### config.mk
export PLATFORM = sky130hd
export DESIGN_NAME = mux4_rr_arbiter_flat
export DESIGN_NICKNAME = d
export VERILOG_FILES = /design/src/rtl/mux4_rr_arbiter_if.sv /design/src/rtl/mux4_rr_arbiter.sv /design/src/flat_wrapper.sv
export SDC_FILE = /design/constraint.sdc
export NUM_CORES = 1
export LEC_CHECK = 0
export CAP_MARGIN = 5
export CORE_UTILIZATION = 36
export CTS_BUF_LIST = sky130_fd_sc_hd__clkbuf_16
export CTS_CLUSTER_DIAMETER = 200
export DETAILED_ROUTE_END_ITERATION = 12
export PLACE_DENSITY = 0.85
export SLEW_MARGIN = 10
export SYNTH_ARGS = -nofsm -noshare
export SYNTH_HDL_FRONTEND = slang
export SYNTH_SLANG_ARGS = --single-unit
### constraint.sdc
create_clock -name clk -period 2.9 [get_ports clk]
set_input_delay 0.58 -clock clk [delete_from_list [all_inputs] [get_ports clk]]
set_output_delay 0.58 -clock clk [all_outputs]
set_load 0.02 [all_outputs]
### src/rtl/mux4_rr_arbiter_if.sv
// Handshake/data bundle between four requesters, the round-robin arbiter and its sink.
// Valid/ready: a beat transfers on a cycle where out_valid and out_ready are both high.
interface mux4_rr_arbiter_if #(
    parameter int DW = 8
);
    logic [3:0]    req;
    logic [DW-1:0] a;
    logic [DW-1:0] b;
    logic [DW-1:0] c;
    logic [DW-1:0] d;
    logic          out_ready;
    logic [1:0]    s;
    logic [DW-1:0] z;
    logic          out_valid;
    logic [3:0]    ack;
    logic          busy;

    modport master (
        output req, a, b, c, d, out_ready,
        input  s, z, out_valid, ack, busy
    );

    modport slave (
        input  req, a, b, c, d, out_ready,
        output s, z, out_valid, ack, busy
    );
endinterface

### src/rtl/mux4_rr_arbiter.sv
// Four-source round-robin arbiter/mux with an IDLE/GRANT FSM and a registered select.
// Define MUX4_ARB_BURST_EN to allow up to BURST_LEN back-to-back beats per grant.
module mux4_rr_arbiter #(
    parameter int DW        = 8,
    parameter int BURST_LEN = 4
) (
    input  logic             clk,
    input  logic             rst_n,
    mux4_rr_arbiter_if.slave bus
);
    typedef enum logic {
        IDLE  = 1'b0,
        GRANT = 1'b1
    } state_e;

    if (BURST_LEN < 1 || BURST_LEN > 16) begin : g_bad_burst_len
        $error("BURST_LEN must be within 1..16");
    end

    state_e     state_q, state_d;
    logic [1:0] ptr_q, ptr_d;
    logic [1:0] s_q, s_d;
    logic [3:0] ack_q, ack_d;

`ifdef MUX4_ARB_BURST_EN
    logic [4:0] beat_q, beat_d;
`endif

    logic [1:0]    pick;
    logic          found;
    logic [1:0]    idx;
    logic          out_valid;
    logic          handshake;
    logic [DW-1:0] z_mux;

    // Rotating priority search starting at ptr_q.
    always_comb begin
        pick  = ptr_q;
        found = 1'b0;
        idx   = ptr_q;
        for (int i = 0; i < 4; i++) begin
            idx = ptr_q + i[1:0];
            if (!found && bus.req[idx]) begin
                pick  = idx;
                found = 1'b1;
            end
        end
    end

    // Valid follows the live request so a withdrawn request kills the beat in the same cycle.
    assign out_valid = (state_q == GRANT) && bus.req[s_q];
    assign handshake = out_valid && bus.out_ready;

    always_comb begin
        z_mux = '0;
        case (s_q)
            2'd0:    z_mux = bus.a;
            2'd1:    z_mux = bus.b;
            2'd2:    z_mux = bus.c;
            default: z_mux = bus.d;
        endcase
    end

    always_comb begin
        state_d = state_q;
        ptr_d   = ptr_q;
        s_d     = s_q;
        ack_d   = 4'b0000;
`ifdef MUX4_ARB_BURST_EN
        beat_d  = beat_q;
`endif
        case (state_q)
            IDLE: begin
                if (|bus.req) begin
                    s_d     = pick;
                    state_d = GRANT;
`ifdef MUX4_ARB_BURST_EN
                    beat_d  = '0;
`endif
                end
            end
            GRANT: begin
                if (!bus.req[s_q]) begin
                    state_d = IDLE;
`ifdef MUX4_ARB_BURST_EN
                    // A burst that already moved data still hands priority on.
                    if (beat_q != '0) ptr_d = s_q + 2'd1;
                    beat_d = '0;
`endif
                end else if (handshake) begin
                    ack_d   = 4'(4'b0001 << s_q);
                    state_d = IDLE;
                    ptr_d   = s_q + 2'd1;
`ifdef MUX4_ARB_BURST_EN
                    if (int'(beat_q) + 1 < BURST_LEN) begin
                        state_d = GRANT;
                        ptr_d   = ptr_q;
                        beat_d  = beat_q + 5'd1;
                    end else begin
                        beat_d  = '0;
                    end
`endif
                end
            end
            default: state_d = IDLE;
        endcase
    end

    always_ff @(posedge clk or negedge rst_n) begin
        if (!rst_n) begin
            state_q <= IDLE;
            ptr_q   <= 2'd0;
            s_q     <= 2'd0;
            ack_q   <= 4'b0000;
`ifdef MUX4_ARB_BURST_EN
            beat_q  <= '0;
`endif
        end else begin
            state_q <= state_d;
            ptr_q   <= ptr_d;
            s_q     <= s_d;
            ack_q   <= ack_d;
`ifdef MUX4_ARB_BURST_EN
            beat_q  <= beat_d;
`endif
        end
    end

    assign bus.s         = s_q;
    assign bus.z         = out_valid ? z_mux : '0;
    assign bus.out_valid = out_valid;
    assign bus.ack       = ack_q;
    assign bus.busy      = (state_q == GRANT);
endmodule

### src/flat_wrapper.sv
// flat-port wrapper written by rule: the top's interface ports become plain ports
module mux4_rr_arbiter_flat 
#(
    parameter int DW        = 8,
    parameter int BURST_LEN = 4
)
  (clk, rst_n, bus_req, bus_a, bus_b, bus_c, bus_d, bus_out_ready, bus_s, bus_z, bus_out_valid, bus_ack, bus_busy);
  mux4_rr_arbiter_if #(.DW(DW)) bus_i ();
  input  logic clk;
  input  logic rst_n;
  input wire logic [$bits(bus_i.req)-1:0] bus_req;
  input wire logic [$bits(bus_i.a)-1:0] bus_a;
  input wire logic [$bits(bus_i.b)-1:0] bus_b;
  input wire logic [$bits(bus_i.c)-1:0] bus_c;
  input wire logic [$bits(bus_i.d)-1:0] bus_d;
  input wire logic [$bits(bus_i.out_ready)-1:0] bus_out_ready;
  output wire logic [$bits(bus_i.s)-1:0] bus_s;
  output wire logic [$bits(bus_i.z)-1:0] bus_z;
  output wire logic [$bits(bus_i.out_valid)-1:0] bus_out_valid;
  output wire logic [$bits(bus_i.ack)-1:0] bus_ack;
  output wire logic [$bits(bus_i.busy)-1:0] bus_busy;
  assign bus_i.req = bus_req;
  assign bus_i.a = bus_a;
  assign bus_i.b = bus_b;
  assign bus_i.c = bus_c;
  assign bus_i.d = bus_d;
  assign bus_i.out_ready = bus_out_ready;
  assign bus_s = bus_i.s;
  assign bus_z = bus_i.z;
  assign bus_out_valid = bus_i.out_valid;
  assign bus_ack = bus_i.ack;
  assign bus_busy = bus_i.busy;
  mux4_rr_arbiter #(.DW(DW), .BURST_LEN(BURST_LEN)) u_core (.clk(clk), .rst_n(rst_n), .bus(bus_i));
endmodule
======== After elaboration in Yosys (flattened, before gate mapping) ========
Index checks and enable logic that the tools add are counted.
cells by class
  bitwise gates (word level) .............. 1
  shift-type cells ........................ 1
  $add $sub $neg .......................... 4
  mux-type cells .......................... 25
  reduce and logical (&&, ||, !) cells .... 12
  eq/ne operators ......................... 2
  order comparisons ....................... 5
operator list
  kind                                                                          count
  8-bit one-hot mux with 3 select lines                                         1
  2-bit by 3-bit less-than comparator with 1-bit output, second input constant  5
  4-bit 2-to-1 mux                                                              3
  1-bit 2-to-1 mux                                                              11
  1-bit binary-select mux with 2-bit select                                     5
  8-bit 2-to-1 mux                                                              1
  2-bit 2-to-1 mux                                                              3
  1-bit logical AND                                                             5
  2-bit by 1-bit adder with 2-bit output, second input constant                 2
  2-bit adder, second input constant                                            2
  4-bit OR reduction                                                            1
  1-bit by 2-bit left shift with 4-bit output, first input constant             1
  1-bit zero test                                                               3
  3-bit AND reduction                                                           1
  2-bit by 1-bit equality test with 1-bit output, second input constant         1
  2-bit equality test, second input constant                                    1
  2-bit zero test                                                               1
  1-bit one-hot mux with 2 select lines                                         1
  2-bit AND reduction                                                           1
  1-bit NOT                                                                     1
storage, ports and cells
  register bits after elaboration ......... 9
  logic and storage cells ................. 54

======== Logic depth before layout (Yosys ltp) ========
Gate-level depths: netlist (run 1).
  word-level depth ........................ 12
  mapped depth ............................ 7
  gate-level depth less buffers ........... 6

======== Worst setup path after synthesis (run 1) ========
No wires, ideal clock.
  path type ............................... flip-flop to output port
  start point ............................. register u_core.s_q[1], in the netlist u_core.bus.s[1]
  end point ............................... output bus_z[6]
  cell stages (with the launch flop) ...... 6
  setup slack ............................. 695 ps
  buffers on the path ..................... 2
  arrival ................................. 1625 ps
  cells stage by stage .................... dfrtp_1 ha_1 clkbuf_1 clkbuf_1 a21oi_1 nor2_1
on the way
  cells in the longest elaborated chain, start to end .. 4
  elaborated cells between the ends (all ways) .. 8
RTL lines
  item                                       line                    source
  start: declaration                         mux4_rr_arbiter.sv:22   logic [1:0] s_q, s_d;
  start signal: assignment                   mux4_rr_arbiter.sv:113  s_q <= 2'd0;
  start signal: assignment                   mux4_rr_arbiter.sv:121  s_q <= s_d;
  1-bit binary-select mux with 2-bit select  mux4_rr_arbiter.sv:51   assign out_valid = (state_q == GRANT) && bus.req[s_q];
  1-bit 2-to-1 mux (not written as such)     mux4_rr_arbiter.sv:51
  1-bit logical AND                          mux4_rr_arbiter.sv:51
  8-bit 2-to-1 mux (*)                       mux4_rr_arbiter.sv:130  assign bus.z = out_valid ? z_mux : '0;
  end: declaration                           flat_wrapper.sv:18      output wire logic [$bits(bus_i.z)-1:0] bus_z;
Mark *: on every way between the ends. The rest lies on a longest branch, timed or not. The select of a mux whose other input is x is not followed.

======== Worst setup path after layout (run 1) ========
  start point ............................. register u_core.s_q[1], in the netlist u_core.bus.s[1]
  end point ............................... output bus_z[2]
Same word-level chain as after synthesis.

==> metrics.log, run 1 <==
[metrics] number of buffers inserted during clock tree synthesis: 3
[metrics] timing-limited maximum frequency: 355 MHz
[metrics] buffers added on ports: 54
[metrics] DRT antenna net count: 0
[metrics] most frequent CP cell: nor2_1
[metrics] mean cell area of the mapped netlist: 8.15 sq um
[metrics] final HPWL from detailed placement: between 2000 and 2500 um
[metrics] Reg-to-Reg End: u_core.ptr_q[1]$_DFFE_PN0P_
[metrics] main area contributors after synthesis: dfrtp_1, a222oi_1, nor2_1
[metrics] type of destination of the critical path: output port
[metrics] DR WL/cell: around 16 um
[metrics] cell with the biggest individual delay on the critical path: clkdlybuf4s50_1
[metrics] vias in the first global route: 822
[metrics] post-layout min period: 2.81 ns
[metrics] Post-CTS Repair Setup Buffers: 0
[metrics] standby leakage power: slightly below 0.7 nW
[metrics] number of design rule violations left after detail routing: 0
[metrics] hold-critical path depth: 2
[metrics] Final Cycle Share: 97.0%
[metrics] Reg clk slew, reported paths: 0.04 ns
[metrics] antenna fix cells: 0
[metrics] Total Wirelength: 2690 um
[metrics] worst ir drop on vdd: 737 uV
[metrics] outcome: completed
[metrics] total power divided by cell area: between 900 and 1000 mW/mm^2
[metrics] worst-skew pair later-pin latency: 0.23 ns
[metrics] cell at the root of the clock tree: clkbuf_16
[metrics] Reg power frac: 18.0%
[metrics] skew final: about 0.0020 ns
[metrics] number of setup violations in the final report: 0
[metrics] post-layout total power: 1.31 mW
[metrics] TNS Setup: 0 ns
[metrics] residual overflow from global routing: 0
[metrics] number of vias in the routed layout: 927
[metrics] share of the yosys chip area belonging to registers: 30.7%
[metrics] max-cap violations: 0
[metrics] Area Overhead vs Synth: 94.0%
[metrics] highest metal layer with signal wires: met4
[metrics] vertical die dimension: 47.1 um
[metrics] Slew @ Worst Pin: ~0.7 ns
[metrics] synthesized instance count: 90
[metrics] pin count of the biggest net entering global routing: 17
[metrics] vias per std cell: 5.36
[metrics] total cell area at the placement stage: 0.00132 sq mm
[metrics] die area: 0.00222 sq mm
[metrics] leading area contributor after synthesis: dfrtp_1
[metrics] share of layout cells above drive strength 1: 12.2%
[metrics] data arrival at the endpoint of the critical path: 2.23 ns
[metrics] met3 routed wirelength: around 170 um
[metrics] Worst setup SP type: flip-flop
[metrics] portion of total power attributed to combinational logic: 63.9%
[metrics] portion of synthesized cell area occupied by the leading cell type: 30.7%
[metrics] Detailed Routing Iterations Pass 1: 5
[metrics] switching power summed over all nets: 0.573 mW
[metrics] Net Sw Frac: a little over two fifths
[metrics] Syn Nets: around 130
[metrics] R2R Path Start: u_core.bus.s[1]$_DFFE_PN0P_
[metrics] number of top-level design ports: 55
[metrics] Final Hold Fails: 0
[metrics] Clock Path Buffers: 2
[metrics] finished layout cell area: ~0.0014 sq mm
[metrics] Max transition margin: 53.1%
[metrics] destination of the worst hold path: u_core.bus.s[0]$_DFFE_PN0P_
[metrics] critical path class: reg -> out
[metrics] htree depth: 1
[metrics] width of the die: 47.1 um
[metrics] Cell Area, Synth: roughly 730 sq um
[metrics] Final Hold Slack: 0.614 ns
[metrics] number of filler cells placed in the layout: 140
[metrics] GPL Wtd Cong: 0.881
[metrics] starting density of the core: 40.3%
[metrics] fraction of power consumed by the clock network: 18.1%
[metrics] stage delay of the slowest cell on the critical path: 0.54 ns
[metrics] DRT met1 WL: 1070 um
[metrics] CTS tree: done
[metrics] detailed-routed wire length on met2: 1400 um
[metrics] wire length of the first global-routing pass: 3820 um
[metrics] reg-to-reg slack, setup: 1.27 ns
[metrics] Int Power: between 0.7 and 0.8 mW
[metrics] number of placement rows: 15
[metrics] Seq cells post-synth: 9
[metrics] number of antenna violations at the first check in global routing: 0
[metrics] number of distinct standard cells referenced by the synthesized netlist: 26
[metrics] net count reported at finish: 193
[metrics] Crit path required time: 2.32 ns
[metrics] total number of yosys warnings: 0
[metrics] max-slew violation count: 0
[metrics] HP Class: reg -> reg
[metrics] cells traversed along the worst timing path: inv_1 > ha_2 > a222oi_1 > nor2_1 > a21oi_1 > nor2_1 > clkdlybuf4s50_1
[metrics] CP Max Fanout: 9
[metrics] Total Routing Usage GR: 25.3%
[metrics] Initial DRC Count: 54
[metrics] cell depth of the worst flop-to-flop path: 5
[metrics] core footprint: between 0.0015 and 0.002 sq mm
[metrics] Hold Crit Start: u_core.bus.s[0]$_DFFE_PN0P_
[metrics] Clock Sink Count: 9
cells in the mapped netlist:
master and count:
o21a_1 1, mux2i_1 2, a222oi_1 8, inv_1 6, and2b_2 1, and2_1 4
dfrtp_1 9, nand2_1 5, o22ai_1 2, a21o_1 1, o21ai_0 3, a211o_2 1
nand2b_1 1, nor2_1 17, a22oi_1 1, or3_4 1, buf_1 1, clkbuf_1 4
a21oi_1 10, nand2b_4 1, ha_1 5, nor3_1 2, o41ai_1 1, nand3_1 1
mux2_4 1, a21boi_0 1
state kept, by name (all words and copies together) (netlist names):
register and cells:
u_core.bus.busy 1, u_core.bus.s 2, u_core.ptr_q 2, u_core.bus.ack 4
worst max path at each step:
stage,startpoint,end,slack [ns],cells after the start
finish,u_core.bus.s[1]$_DFFE_PN0P_,bus_z[2],0.09,7
global route,u_core.bus.s[0]$_DFFE_PN0P_,bus_z[2],-0.03,7
CTS,u_core.bus.s[0]$_DFFE_PN0P_,bus_z[4],0.01,7
detailed placement,bus_req[2],bus_z[0],-0.02,6
global placement,bus_req[0],bus_z[6],0.05,6
floorplan,u_core.bus.s[1]$_DFFE_PN0P_,bus_z[6],0.70,5
kinds of logic (layout without fill, tap and decap cells):
| logic type | after synthesis | in the layout | synth area share [%] |
|---|---|---|---|
| simple gates | 33 | 33 | 22.2 |
| compound gates | 29 | 29 | 28.2 |
| buf+inv | 11 | 69 | 5.63 |
| flops | 9 | 9 | 30.7 |
| fa+ha+maj | 5 | 5 | 8.53 |
| mux | 3 | 3 | 4.78 |
power groups by stage:
stage                     registers, mW  clock network, mW  logic (mW)
final                             0.235              0.237       0.838
after global placement            0.227                  0       0.799
after CTS                         0.233              0.239       0.826
after floorplan                   0.258                  0       0.453
after detailed placement          0.231                  0       0.814
after global routing              0.241              0.246       0.901
cell type report:
class | instances | area, sq um | share of cell area (%)
sequential | 9 | 226 | 15.9
multi-input combinational | 70 | 479 | 33.7
clock buffer | 3 | 75.1 | 5.28
clock inverter | 1 | 3.75 | 0.264
inverter | 6 | 22.5 | 1.58
timing repair buffer | 59 | 584 | 41.1
tap | 25 | 31.3 | 2.20
critical path, delay by kind of cell (launching register included):
family          cells  cell delay (ns)
compound gates      2             0.55
fa+ha+maj           1             0.25
buf+inv             2             0.67
flops               1             0.41
simple gates        2             0.13
through the flow:
stage,std cells,setup slack (ns),util (%)
3_5_place_dp,169,-0.0186,72.7
2_1_floorplan,90,0.695,-
6_report,173,0.0868,78.1
3_3_place_gp,169,0.0494,72.7
5_1_grt,173,-0.0298,78.1
4_1_cts,173,0.0148,77.2
metal layers:
metal  up-vias  track usage (%)
li1        442                -
met1       437             30.7
met2        40             42.8
met3         8             7.31
met4         0             9.14
met5         -                0
timing repair:
item                       CTS  global route
hold buffers                 0             0
gates cloned                 0             0
setup endpoints to repair    8             5
gates resized for setup      5             7
pin swaps                    2             2
placed cells by master (no fill, tap or decap):
cell	netlist	layout
dfrtp_2	0	1
and2_1	4	4
a222oi_1	8	8
a21o_1	1	1
dfrtp_1	9	8
dlygate4sd2_1	0	3
a21boi_0	1	1
nand2_1	5	5
and2b_2	1	1
clkdlybuf4s50_1	0	47
o41ai_1	1	1
nand2b_1	1	1
clkbuf_16	0	3
a21oi_1	10	10
ha_1	5	2
a22oi_1	1	1
o21a_1	1	1
o22ai_1	2	2
a211o_2	1	1
nor2_1	17	17
nand3_2	0	1
mux2_4	1	1
ha_2	0	3
mux2i_1	2	2
buf_4	0	5
nor3_1	2	2
inv_1	6	7
or3_4	1	1
dlymetal6s2s_1	0	4
o21ai_0	3	3
nand2b_4	1	1
(Power assumes the default switching activity.)
==> inputs of run 2 (changes only) <==
- CORE_UTILIZATION: 36 -> 35
- PLACE_DENSITY: 0.85 -> 0.83
==> run 2 against run 1 <==
- die area rose by 2.7%
- sequential power fell by 4%
- setup slack improved by 0.27 ns
- first-iteration DRC count fell by 43%
- global-route usage fell by 1.4 points
- largest cell class unchanged
==> metrics.log, run 2 (synthesis results as in run 1) <==
[metrics] outcome: completed
[metrics] Initial DRC Count: 31 (-43%)
[metrics] skew final: 0.00437 ns (+0.00240 ns)
[metrics] hold buffer count at CTS: 0 (unchanged)
[metrics] Final Hold Slack: 0.614 ns (-0.000576 ns)
[metrics] number of antenna violations at the first check in global routing: 0 (unchanged)
[metrics] worst ir drop on vdd: 578 uV (-22%)
[metrics] number of top-level design ports: 55 (unchanged)
[metrics] Reg clk slew, reported paths: 0.04 ns (about the same)
[metrics] CTS tree: done
[metrics] Area Overhead vs Synth: 96.1%
[metrics] width of the die: 47.8 um (+1.4%)
[metrics] commonest non-fill, non-tap cells in the layout: clkdlybuf4s50_1, nor2_1, a21oi_1, dlymetal6s2s_1, dfrtp_1
[metrics] Int Power: 0.746 mW (+1.2%)
[metrics] max-cap violations: 0 (unchanged)
[metrics] critical path class: in -> out
[metrics] number of flip-flops in the largest register: 4 (unchanged)
[metrics] Post-CTS Repair Setup Buffers: 0 (unchanged)
[metrics] number of design rule violations left after detail routing: 0 (unchanged)
[metrics] GPL Wtd Cong: 0.800 (-9.1%)
[metrics] Clock Sink Count: 9 (unchanged)
[metrics] cell depth of the worst flop-to-flop path: 5 (unchanged)
[metrics] wire length of the first global-routing pass: 3600 um (-5.8%)
[metrics] pin count of the biggest net entering global routing: 17 (unchanged)
[metrics] post-layout min period: 2.54 ns (-0.269 ns)
[metrics] portion of total power attributed to combinational logic: 64.3% (+0.4 points)
[metrics] final core utilization: 73.3% (-4.9 points)
[metrics] destination of the worst hold path: u_core.ptr_q[0]$_DFFE_PN0P_
[metrics] Hold Crit Start: u_core.ptr_q[0]$_DFFE_PN0P_
[metrics] met3 routed wirelength: 171 um (unchanged)
[metrics] Crit path required time: 2.32 ns (about the same)
[metrics] R2R Path Start: u_core.bus.s[1]$_DFFE_PN0P_
[metrics] cells traversed along the worst timing path: clkdlybuf4s50_1 > mux2i_1 > nand2_1 > nand3_2 > nor2_1 > dlymetal6s2s_1
[metrics] Total Wirelength: 2530 um (-5.8%)
[metrics] core footprint: 0.00196 sq mm (+7.8%)
[metrics] Clock Path Buffers: 2 (unchanged)
[metrics] type of destination of the critical path: output port
[metrics] vias in the first global route: 799 (-2.8%)
[metrics] DRT met1 WL: 984 um (-8.3%)
[metrics] Max transition margin: 44.1% (-9.0 points)
[metrics] number of setup violations in the final report: 0 (unchanged)
[metrics] Final Cycle Share: 87.7% (-9.3 points)
[metrics] net count reported at finish: 193 (unchanged)
[metrics] total area of multi-input combinational cells: 477 sq um (-0.52%)
[metrics] number of buffers inserted during clock tree synthesis: 3 (unchanged)
[metrics] starting density of the core: 37.4% (-2.9 points)
[metrics] Total Routing Usage GR: 24.0% (-1.4 points)
[metrics] timing-limited maximum frequency: 393 MHz (+11%)
[metrics] max-slew violation count: 0 (unchanged)
[metrics] final cell count without fillers: 175 (+1.2%)
[metrics] CP Max Fanout: 10 (+1)
[metrics] switching power summed over all nets: 0.571 mW (-0.28%)
[metrics] register area: 225 sq um (-0.55%)
[metrics] Post-Place Cells: 171 (+1.2%)
[metrics] Slew @ Worst Pin: 0.828 ns (+0.133 ns)
[metrics] unrepaired setup endpoints after global routing: false
[metrics] Reg-to-Reg End: u_core.ptr_q[1]$_DFFE_PN0P_
[metrics] data arrival at the endpoint of the critical path: 1.96 ns (-0.27 ns)
[metrics] standby leakage power: 0.762 nW (+10%)
[metrics] hold-critical path depth: 1 (-1)
[metrics] DRT antenna net count: 0 (unchanged)
[metrics] stage delay of the slowest cell on the critical path: 0.55 ns (about the same)
[metrics] cell at the root of the clock tree: clkbuf_16
[metrics] Net Sw Frac: 43.4% (-0.37 points)
[metrics] total cell area at the placement stage: 0.00133 sq mm (+0.19%)
[metrics] worst-skew pair later-pin latency: 0.24 ns (about the same)
[metrics] reg-to-reg slack, setup: 1.22 ns (-0.05 ns)
[metrics] Reg power frac: 17.1% (-0.9 points)
[metrics] vias per std cell: 5.33 (-0.61%)
[metrics] share of layout cells above drive strength 1: 10.8% (-1.4 points)
[metrics] Worst setup SP type: input port
[metrics] number of filler cells placed in the layout: 155 (+11%)
[metrics] antenna fix cells: 0 (unchanged)
[metrics] total power divided by cell area: 917 mW/mm^2 (-0.48%)
[metrics] buffers added on ports: 54 (unchanged)
[metrics] vertical die dimension: 47.8 um (+1.4%)
[metrics] highest metal layer with signal wires: met3
[metrics] detailed-routed wire length on met2: 1370 um (-1.6%)
[metrics] die area: 0.00228 sq mm (+2.7%)
[metrics] most frequent standard cell in the layout excluding fill and tap cells: clkdlybuf4s50_1
[metrics] Detailed Routing Iterations Pass 1: 5 (unchanged)
[metrics] HP Class: reg -> reg
[metrics] cell with the biggest individual delay on the critical path: clkdlybuf4s50_1
[metrics] finished layout cell area: 0.00144 sq mm (+1.1%)
[metrics] residual overflow from global routing: 0 (unchanged)
[metrics] number of placement rows: 16 (+1)
[metrics] htree depth: 1 (unchanged)
[metrics] Final Hold Fails: 0 (unchanged)
[metrics] fraction of power consumed by the clock network: 18.6% (+0.5 points)
[metrics] DR WL/cell: 14.5 um (-6.9%)
[metrics] final HPWL from detailed placement: 1840 um (-8.9%)
[metrics] number of vias in the routed layout: 932 (+0.54%)
-- run 2: cell type report --
| cell class | instances | area share, % |
|---|---|---|
| Sequential cell | 9 | 15.7 |
| Clock buffer | 3 | 5.22 |
| Multi-Input combinational cell | 70 | 33.2 |
| Clock inverter | 1 | 0.261 |
| Timing Repair Buffer | 59 | 41.8 |
| Inverter | 6 | 1.57 |
| Tap cell | 27 | 2.35 |
-- run 2: worst max-delay path by stage --
| stage | cells past startpoint | startpoint | to | slack [ns] |
|---|---|---|---|---|
| after floorplan | 5 | u_core.bus.s[1]$_DFFE_PN0P_ | bus_z[6] | 0.70 |
| after global placement | 6 | bus_req[0] | bus_z[3] | 0.0003 |
| after detailed placement | 6 | bus_req[0] | bus_z[3] | -0.05 |
| after CTS | 6 | bus_req[0] | bus_z[3] | 0.03 |
| after global routing | 6 | bus_req[0] | bus_z[7] | 0.26 |
| final | 6 | bus_req[0] | bus_z[4] | 0.36 |
-- run 2: power groups by stage --
stage / Combinational, mW / Clock (mW) / Sequential (mW)
4_1_cts: 0.851 / 0.247 / 0.224
3_3_place_gp: 0.814 / 0 / 0.221
6_report: 0.847 / 0.244 / 0.226
2_1_floorplan: 0.453 / 0 / 0.258
3_5_place_dp: 0.834 / 0 / 0.222
5_1_grt: 0.927 / 0.253 / 0.234
-- run 2: through the flow --
| step | power, mW | TNS (ns) | setup WS (ns) |
|---|---|---|---|
| after global placement | 1.03 | 0 | 0.000338 |
| after CTS | 1.32 | 0 | 0.0266 |
| final | 1.32 | 0 | 0.356 |
| after detailed placement | 1.06 | -0.288 | -0.0511 |
| after floorplan | 0.711 | 0 | 0.695 |
| after global routing | 1.41 | 0 | 0.255 |
-- run 2: layer usage --
metal,track usage [%],vias to the layer above
met5,0,-
met4,10.0,0
met3,4.53,0
met2,42.4,53
met1,28.0,434
li1,-,445
-- run 2: critical path: cells and delay by family --
kind          cells  cell delay [ns]
simple gates      3             0.46
mux               1             0.12
buf+inv           2             0.81
-- run 2: timing repair --
action	CTS	global route
resized for setup	1	11
pin swaps	0	1
endpoints found under the setup margin	8	9
==> inputs of run 3 (changes only) <==
- ABC_CLOCK_PERIOD_IN_PS: not set -> 2900
==> results of run 3 <==
No change in the layout: final DEF, timing and power equal those of run 2.
